$ cat config.mk
export PLATFORM = sky130hd
export DESIGN_NAME = dmem_store_buffer
export DESIGN_NICKNAME = d
export VERILOG_FILES = /design/src/rtl/dmem_store_buffer.sv
export SDC_FILE = /design/constraint.sdc
export NUM_CORES = 2
export LEC_CHECK = 0
export CORE_MARGIN = 8
export CORE_UTILIZATION = 46
export DETAILED_ROUTE_END_ITERATION = 12
export PLACE_DENSITY = 0.68
export SLEW_MARGIN = 20
export SYNTH_ARGS = -nofsm -noshare
export SYNTH_HDL_FRONTEND = slang
export SYNTH_SLANG_ARGS = --single-unit
$ cat constraint.sdc
create_clock -name clk -period 20.3 [get_ports clk]
set_input_delay 3.045 -clock clk [delete_from_list [all_inputs] [get_ports clk]]
set_output_delay 3.045 -clock clk [all_outputs]
set_load 0.01 [all_outputs]
$ cat src/rtl/dmem_store_buffer.sv
// Committed-store buffer: FIFO of retired stores drained to data memory one per cycle,
// with youngest-match store-to-load forwarding and a fixed one-cycle load return.
module dmem_store_buffer #(
    parameter int unsigned DEPTH = 8,
    parameter int unsigned CW    = $clog2(DEPTH + 1)
) (
    input  logic          clk,
    input  logic          reset,
    input  logic          dmem_writeEn,
    input  logic [63:0]   dmem_addressStore,
    input  logic [63:0]   dmem_WriteData,
    input  logic          dmem_readEn,
    input  logic [63:0]   dmem_addressLoad,
    output logic [63:0]   dmem_readData,
    output logic          sb_full_o,
    output logic          sb_empty_o,
    output logic [CW-1:0] sb_count_o,
    output logic          sb_overflow_o,
    output logic          mem_writeEn_o,
    output logic [63:0]   mem_addressStore_o,
    output logic [63:0]   mem_WriteData_o,
    input  logic          mem_wready_i,
    output logic          mem_readEn_o,
    output logic [63:0]   mem_addressLoad_o,
    input  logic [63:0]   mem_readData_i
);
    localparam int unsigned AW = $clog2(DEPTH);
    localparam int unsigned TW = 61;

    logic [TW-1:0] addr_q [DEPTH];
    logic [63:0]   data_q [DEPTH];
    logic [AW-1:0] head_q;
    logic [AW-1:0] tail_q;
    logic [CW-1:0] count_q;
    logic          overflow_q;
    logic          hit_q;
    logic [63:0]   fwd_q;

    logic          enq_c;
    logic          deq_c;
    logic          hit_c;
    logic [63:0]   fwd_c;
    logic          unused_ok;

    // Entries keep only the doubleword address; the byte offset is always zero.
    assign unused_ok = &{1'b0, dmem_addressStore[2:0]};

    assign sb_count_o         = count_q;
    assign sb_full_o          = (count_q == CW'(DEPTH));
    assign sb_empty_o         = (count_q == CW'(0));
    assign sb_overflow_o      = overflow_q;
    assign mem_writeEn_o      = !sb_empty_o && !reset;
    assign mem_addressStore_o = {addr_q[head_q], 3'b000};
    assign mem_WriteData_o    = data_q[head_q];
    assign enq_c              = dmem_writeEn && !sb_full_o && !reset;
    assign deq_c              = mem_writeEn_o && mem_wready_i;
    assign mem_addressLoad_o  = dmem_addressLoad;
    assign mem_readEn_o       = dmem_readEn && (reset || !hit_c);
    assign dmem_readData      = (hit_q && !reset) ? fwd_q : mem_readData_i;

    // Oldest-to-youngest scan so the last match wins; the same-cycle store overrides all.
    always_comb begin
        hit_c = 1'b0;
        fwd_c = '0;
        for (int unsigned i = 0; i < DEPTH; i++) begin
            if ((CW'(i) < count_q) && (addr_q[head_q + AW'(i)] == dmem_addressLoad[63:3])) begin
                hit_c = 1'b1;
                fwd_c = data_q[head_q + AW'(i)];
            end
        end
        if (enq_c && (dmem_addressStore[63:3] == dmem_addressLoad[63:3])) begin
            hit_c = 1'b1;
            fwd_c = dmem_WriteData;
        end
    end

    always_ff @(posedge clk) begin
        if (reset) begin
            head_q     <= '0;
            tail_q     <= '0;
            count_q    <= '0;
            overflow_q <= 1'b0;
            hit_q      <= 1'b0;
            fwd_q      <= '0;
        end else begin
            if (enq_c) tail_q <= tail_q + AW'(1);
            if (deq_c) head_q <= head_q + AW'(1);
            if (enq_c && !deq_c)      count_q <= count_q + CW'(1);
            else if (!enq_c && deq_c) count_q <= count_q - CW'(1);
            if (dmem_writeEn && sb_full_o) overflow_q <= 1'b1;
            hit_q <= dmem_readEn && hit_c;
            fwd_q <= fwd_c;
        end
    end

    // Entry storage needs no reset; validity comes from head/count.
    always_ff @(posedge clk) begin
        if (enq_c) begin
            addr_q[tail_q] <= dmem_addressStore[63:3];
            data_q[tail_q] <= dmem_WriteData;
        end
    end

endmodule

==> Word-level counts from Yosys, hierarchy flattened <==
Memory sizes are Yosys's and may differ from the RTL's. A register that Yosys moved wholly into a read port is not among the register bits.
Cells that the tools add are included.
{ "totals": {"mem_count": 2, "ram_bits": 1000, "ff_bits": 76, "output_inout_bits": 265} }
{ "memory_table": {"columns": ["name", "depth", "word_bits", "read_ports", "rd_ports_with_merged_regs", "write_ports", "line_no", "source"], "rows": [
  ["data_q", 8, 64, 8, 1, 1, "31", "logic [63:0] data_q [DEPTH];"],
  ["addr_q", 8, 61, 8, 1, 1, "30", "logic [TW-1:0] addr_q [DEPTH];"]
]} }
{ "classes": {"magnitude_cmp": 8, "addsub": 10, "reduce_logical": 28, "eq_ne": 10, "mux": 27} }
{ "ops": {"columns": ["cell", "count"], "rows": [
  ["two-way mux 64 bit", 10],
  ["equality test 61 bit", 9],
  ["logical AND 1 bit", 19],
  ["< comparator 3 x 4 -> 1 bit, first input constant", 4],
  ["adder 3 bit, second input constant", 4],
  ["two-way mux 3 bit", 4],
  ["two-way mux 1 bit", 11],
  ["< comparator 1 x 4 -> 1 bit, first input constant", 2],
  ["< comparator 2 x 4 -> 1 bit, first input constant", 2],
  ["two-way mux 4 bit", 2],
  ["adder 3 x 1 -> 3 bit, second input constant", 2],
  ["adder 3 x 2 -> 3 bit, second input constant", 2],
  ["logical NOT 1 bit", 6],
  ["adder 4 x 1 -> 4 bit, second input constant", 1],
  ["equality test 4 bit, second input constant", 1],
  ["logical NOT 4 bit", 1],
  ["subtractor 4 x 1 -> 4 bit, second input constant", 1],
  ["nonzero test 2 bit", 1],
  ["logical OR 1 bit", 1]
]} }

==> Longest topological paths before layout <==
An unclocked memory read counts as a cell.
{ "logic_depth": {"word_depth": 15, "ltp_mapped": 27} }

==> Worst setup path after synthesis <==
OpenSTA, ideal clock, no wires.
{ "synth_path": {"path_kind": "input-to-reg", "startpoint": "input reset", "endpoint": "memory addr_q[0][0] (enable)", "n_path_buf": 1, "required_ns": 19.384, "setup_time_ns": 0.916, "t_arrival_ns": 15.191, "path_slack_ns": 4.193, "stages": 4, "cell_sequence": "clkbuf_1 -> inv_1 -> nand3_1 -> nor4_1"} }
{ "synth_between": {"elab_chain_len": 4} }
{ "synth_lines": {"columns": ["element", "line_no", "source"], "rows": [
  ["start: declaration", "8", "input logic reset,"],
  ["logical NOT 1 bit", "55", "assign enq_c = dmem_writeEn && !sb_full_o && !reset;"],
  ["logical AND 1 bit", "55", null],
  ["two-way mux 1 bit", "98", "if (enq_c) begin"],
  ["two-way mux 1 bit (implied by the code)", "99", "addr_q[tail_q] <= dmem_addressStore[63:3];"],
  ["end: declaration", "30", null]
]} }
Every way passes these cells.

==> Worst setup path in the final report <==
{ "layout_path": {"startpoint": "register head_q[1]", "endpoint": "output mem_readEn_o"} }
{ "layout_between": {"elab_chain_len": 15, "word_cells_on_any_way": 33, "classes_between": "add/sub: 7; eq/ne: 7; mux: 8; reduce/logical: 10; memory: 1"} }
{ "layout_lines": {"columns": ["element", "line_no", "source"], "rows": [
  ["start: declaration", "32", "logic [AW-1:0] head_q;"],
  ["start signal: assignment", "87", "if (deq_c) head_q <= head_q + AW'(1);"],
  ["adder 3 x 1 -> 3 bit", "66", "if ((CW'(i) < count_q) && (addr_q[head_q + AW'(i)] == dmem_addressLoad[63:3])) begin"],
  ["memory (8 x 61 bit) *", null, null],
  ["equality test 61 bit", "66", null],
  ["logical AND 1 bit", "66", null],
  ["two-way mux 1 bit (6 in a row)", "66", null],
  ["two-way mux 1 bit *", "66", null],
  ["two-way mux 1 bit *", "71", "if (enq_c && (dmem_addressStore[63:3] == dmem_addressLoad[63:3])) begin"],
  ["logical NOT 1 bit *", "58", "assign mem_readEn_o = dmem_readEn && (reset || !hit_c);"],
  ["logical OR 1 bit *", "58", null],
  ["logical AND 1 bit *", "58", null],
  ["end: declaration", "23", "output logic mem_readEn_o,"]
]} }
Mark *: on every way between the ends. The rest lies on a longest branch, timed or not.

==> flow_summary.toml <==
[outcome]
status = "finished, final reports clean"

[routing]
drcViolationCount = 0
first_iter_violations = 13700
post_drt_wl_per_cell_um = 42.3
ant_nets = 0
first_pass_iters = 8
vias = 77300
vias_per_cell = 7.52
routed_wl_um = 435000

[critical_path]
arrival_ps = 10000
rr_endpoint = "fwd_q[46]"
regToRegStartpoint = "head_q[1]"
startpoint = "head_q[1]"
path_cells = "inv_1 -> buf_4 -> ha_4 -> buf_12 -> buf_4 -> buf_4 -> mux4_2 -> mux2i_1 -> xnor2_1 -> a2111oi_0 -> nand4_1 -> or4_1 -> nor3_4 -> buf_4 -> o31ai_1 -> and2_1 -> clkdlybuf4s50_1"
slowest_stage = "ha_4"
worst-setup-path-type = "reg -> out"
cp_max_fo = 114
rrSetupSlack_ps = 10560
reg2reg_depth = 17
slowest_delay_ps = 960
end_kind = "output port"
required_ps = 17260
critical_path.startpoint_type = "register"
cpMostUsedCell = "buf_4"

[yosys]
syn_inst = 7442
ys_warn_count = 0
synth_cell_type_count = 85
synth_ff_type = "edfxtp_1"
seq_area_frac_synth_pct = 34.8
yosysMostFrequentCell = "nand2_1"
synth_common_cells = "nand2_1 (1338), mux4_2 (1194), edfxtp_1 (1000)"
synthArstFlopShare_pct = 0
synth_area_leaders = "edfxtp_1 (33%), mux4_2 (30%), nand2_1 (5.5%), mux2i_1 (5.4%), xnor2_1 (3.7%)"
synth_edf_count = 1000
synth.avg_cell_area_um2 = 12.2
yosys_register_bits = 1079
syn_area_um2 = 90800
synth_area_leader_cell = "edfxtp_1"
synth_top_area_share_pct = 33.1

[sta]
tightestPinTransition_ps = 1350
rsz0062_at_grt = "false"
slew_viol_final = 0
fmax_mhz = 76.7
finalHoldViolCount = 0
fin_setup_tns_ps = 0
fin_skew_ps = 60.3
slew_headroom_pct = 9.11
period_share_pct = 64.3
period_minus_slack_ps = 13040
setup_viol = 0

[clock_tree]
cts_hold_buf = 0
post_cts_buffers = 0
cts_root_buf = "clkbuf_16"
cts_tree = "done"
clock-sinks = 1079
h-tree-depth = 4
cts_resized = 0
cts_made_buffers = 131
clkSlewWorstSetupHoldPaths_ps = 60
clockBufferDepth = 3
insertion_delay_ps = 850

[final_layout]
fillers = 16500
multi_input_area_um2 = 55300
drive_gt1_share_pct = 25.3
syn_to_final_growth_pct = 12.3
seqCellArea_um2 = 31600
nets = 7770

[hold_path]
hold-path-cell-count = 2
holdPathEnd = "sb_overflow_o"
min_from = "sb_overflow_o"
min_path_type = "reg -> reg"

[power_and_ir_drop]
leakagePower_nw = 31.4
clkPwrFrac_pct = 21.6
p_seq_share_pct = 23.1
p_int_mw = 6.38
vdd_ir_drop_max_mv = 0.160
finalPower_mw = 11.4
netSwitchingPower_mw = 4.99
netSwitchingFraction_pct = 43.9
pwr-share-comb_pct = 55.3
pwr_density_cell_nw_per_um2 = 112

[die]
die-area_um2 = 212000
core_area_um2 = 197000
io_pins = 526
rows = 163
die_w_um = 460
initial_core_util_pct = 46.1
die_h_um = 460

[global_route]
grt_pass1_wl_um = 589000
grtUsageTotal_pct = 39.7
antenna_found_initial = 63
grt_pass1_vias = 70800
grt_max_degree = 145
grt-ovfl-total = 0

[place]
io_buffers = 513
gp_congestion = 1.10
hpwlAfterDp_um = 304000

[run]
drv_cap = 0
-- routing by layer --
metal  global-route usage [%]  wire length, um  vias to the layer above
met5                        0              402                        -
met4                     19.6            28400                       40
met3                     14.9            68200                     1288
met2                     57.5           183000                     7071
met1                     52.4           155000                    39000
li1                         -                -                    29900
-- cell families after synthesis --
group           after synthesis  synth area share (%)
simple gates               2192                  11.2
mux                        1874                  37.5
flops                      1079                  34.8
compound gates              949                  7.14
buf+inv                     869                  4.68
xor+xnor                    471                  4.56
fa+ha+maj                     7                0.0965
other cells                   1               0.00413
-- power groups by stage --
stage          Clock [mW]  Sequential, mW  Combinational [mW]
2_1_floorplan           0            2.63                3.94
3_3_place_gp            0            2.66                6.02
3_5_place_dp            0            2.66                6.05
4_1_cts              2.47            2.62                6.07
5_1_grt              2.54            2.63                6.44
6_report             2.45            2.62                6.29
-- cell type report --
cell class,instances,share of cell area (%)
diodes,30,0.0736
clock buffers,164,3.42
clock inverters,78,0.983
inverters,77,0.283
multi-input cells,5496,54.2
flip-flops and latches,1079,31.0
well taps,2640,3.24
repair buffers,717,6.74
-- sequential cells by signal, summed over array words and instances, names as in the netlist, named ones only --
name,cells
tail_q,3
head_q,3
sb_count_o,4
fwd_q,64
hit_q,1
sb_overflow_o,1
data_q,512
addr_q,488
-- per-stage QoR --
step	hold slack [ps]	utilization, %	area [um^2]	worst slack [ps]	cells
6_report	475	51.8	102000	7260	10300
5_1_grt	498	51.8	102000	7150	10300
4_1_cts	480	51.7	102000	7320	10300
3_5_place_dp	465	49.5	97300	8070	10000
3_3_place_gp	463	49.5	97300	8130	10000
2_1_floorplan	498	-	90800	4190	7444
-- cells in the final DEF (no fill, tap or decap), types with 77 or more instances in the layout --
cell type,netlist,routed
nand2_1,1338,1336
mux4_2,1194,1194
edfxtp_1,1000,1000
clkdlybuf4s50_1,0,511
mux2i_1,486,483
xnor2_1,380,374
a21oi_1,243,243
buf_4,113,188
mux2_2,187,187
nor2_1,188,184
nand3_1,137,136
clkbuf_16,0,131
o21ai_0,130,129
nor4_1,123,116
nand4_1,88,88
xor2_1,89,86
a31oi_1,78,78
o2111ai_1,77,77
-- worst max-delay path by stage --
stage / slack, ps / to
final: 7260 / mem_readEn_o
after global routing: 7150 / mem_readEn_o
after CTS: 7320 / mem_readEn_o
after detailed placement: 8070 / mem_readEn_o
after global placement: 8130 / mem_readEn_o
after floorplan: 4190 / addr_q[0][0]
-- critical path, delay by kind of cell (launching register included) --
kind            cells  cell delay [ps]
flops               1              760
simple gates        4             1640
mux                 2              780
xor+xnor            1              100
fa+ha+maj           1              960
buf+inv             7             3510
compound gates      2             1260
No activity file was read; power rests on OpenSTA's default activity.
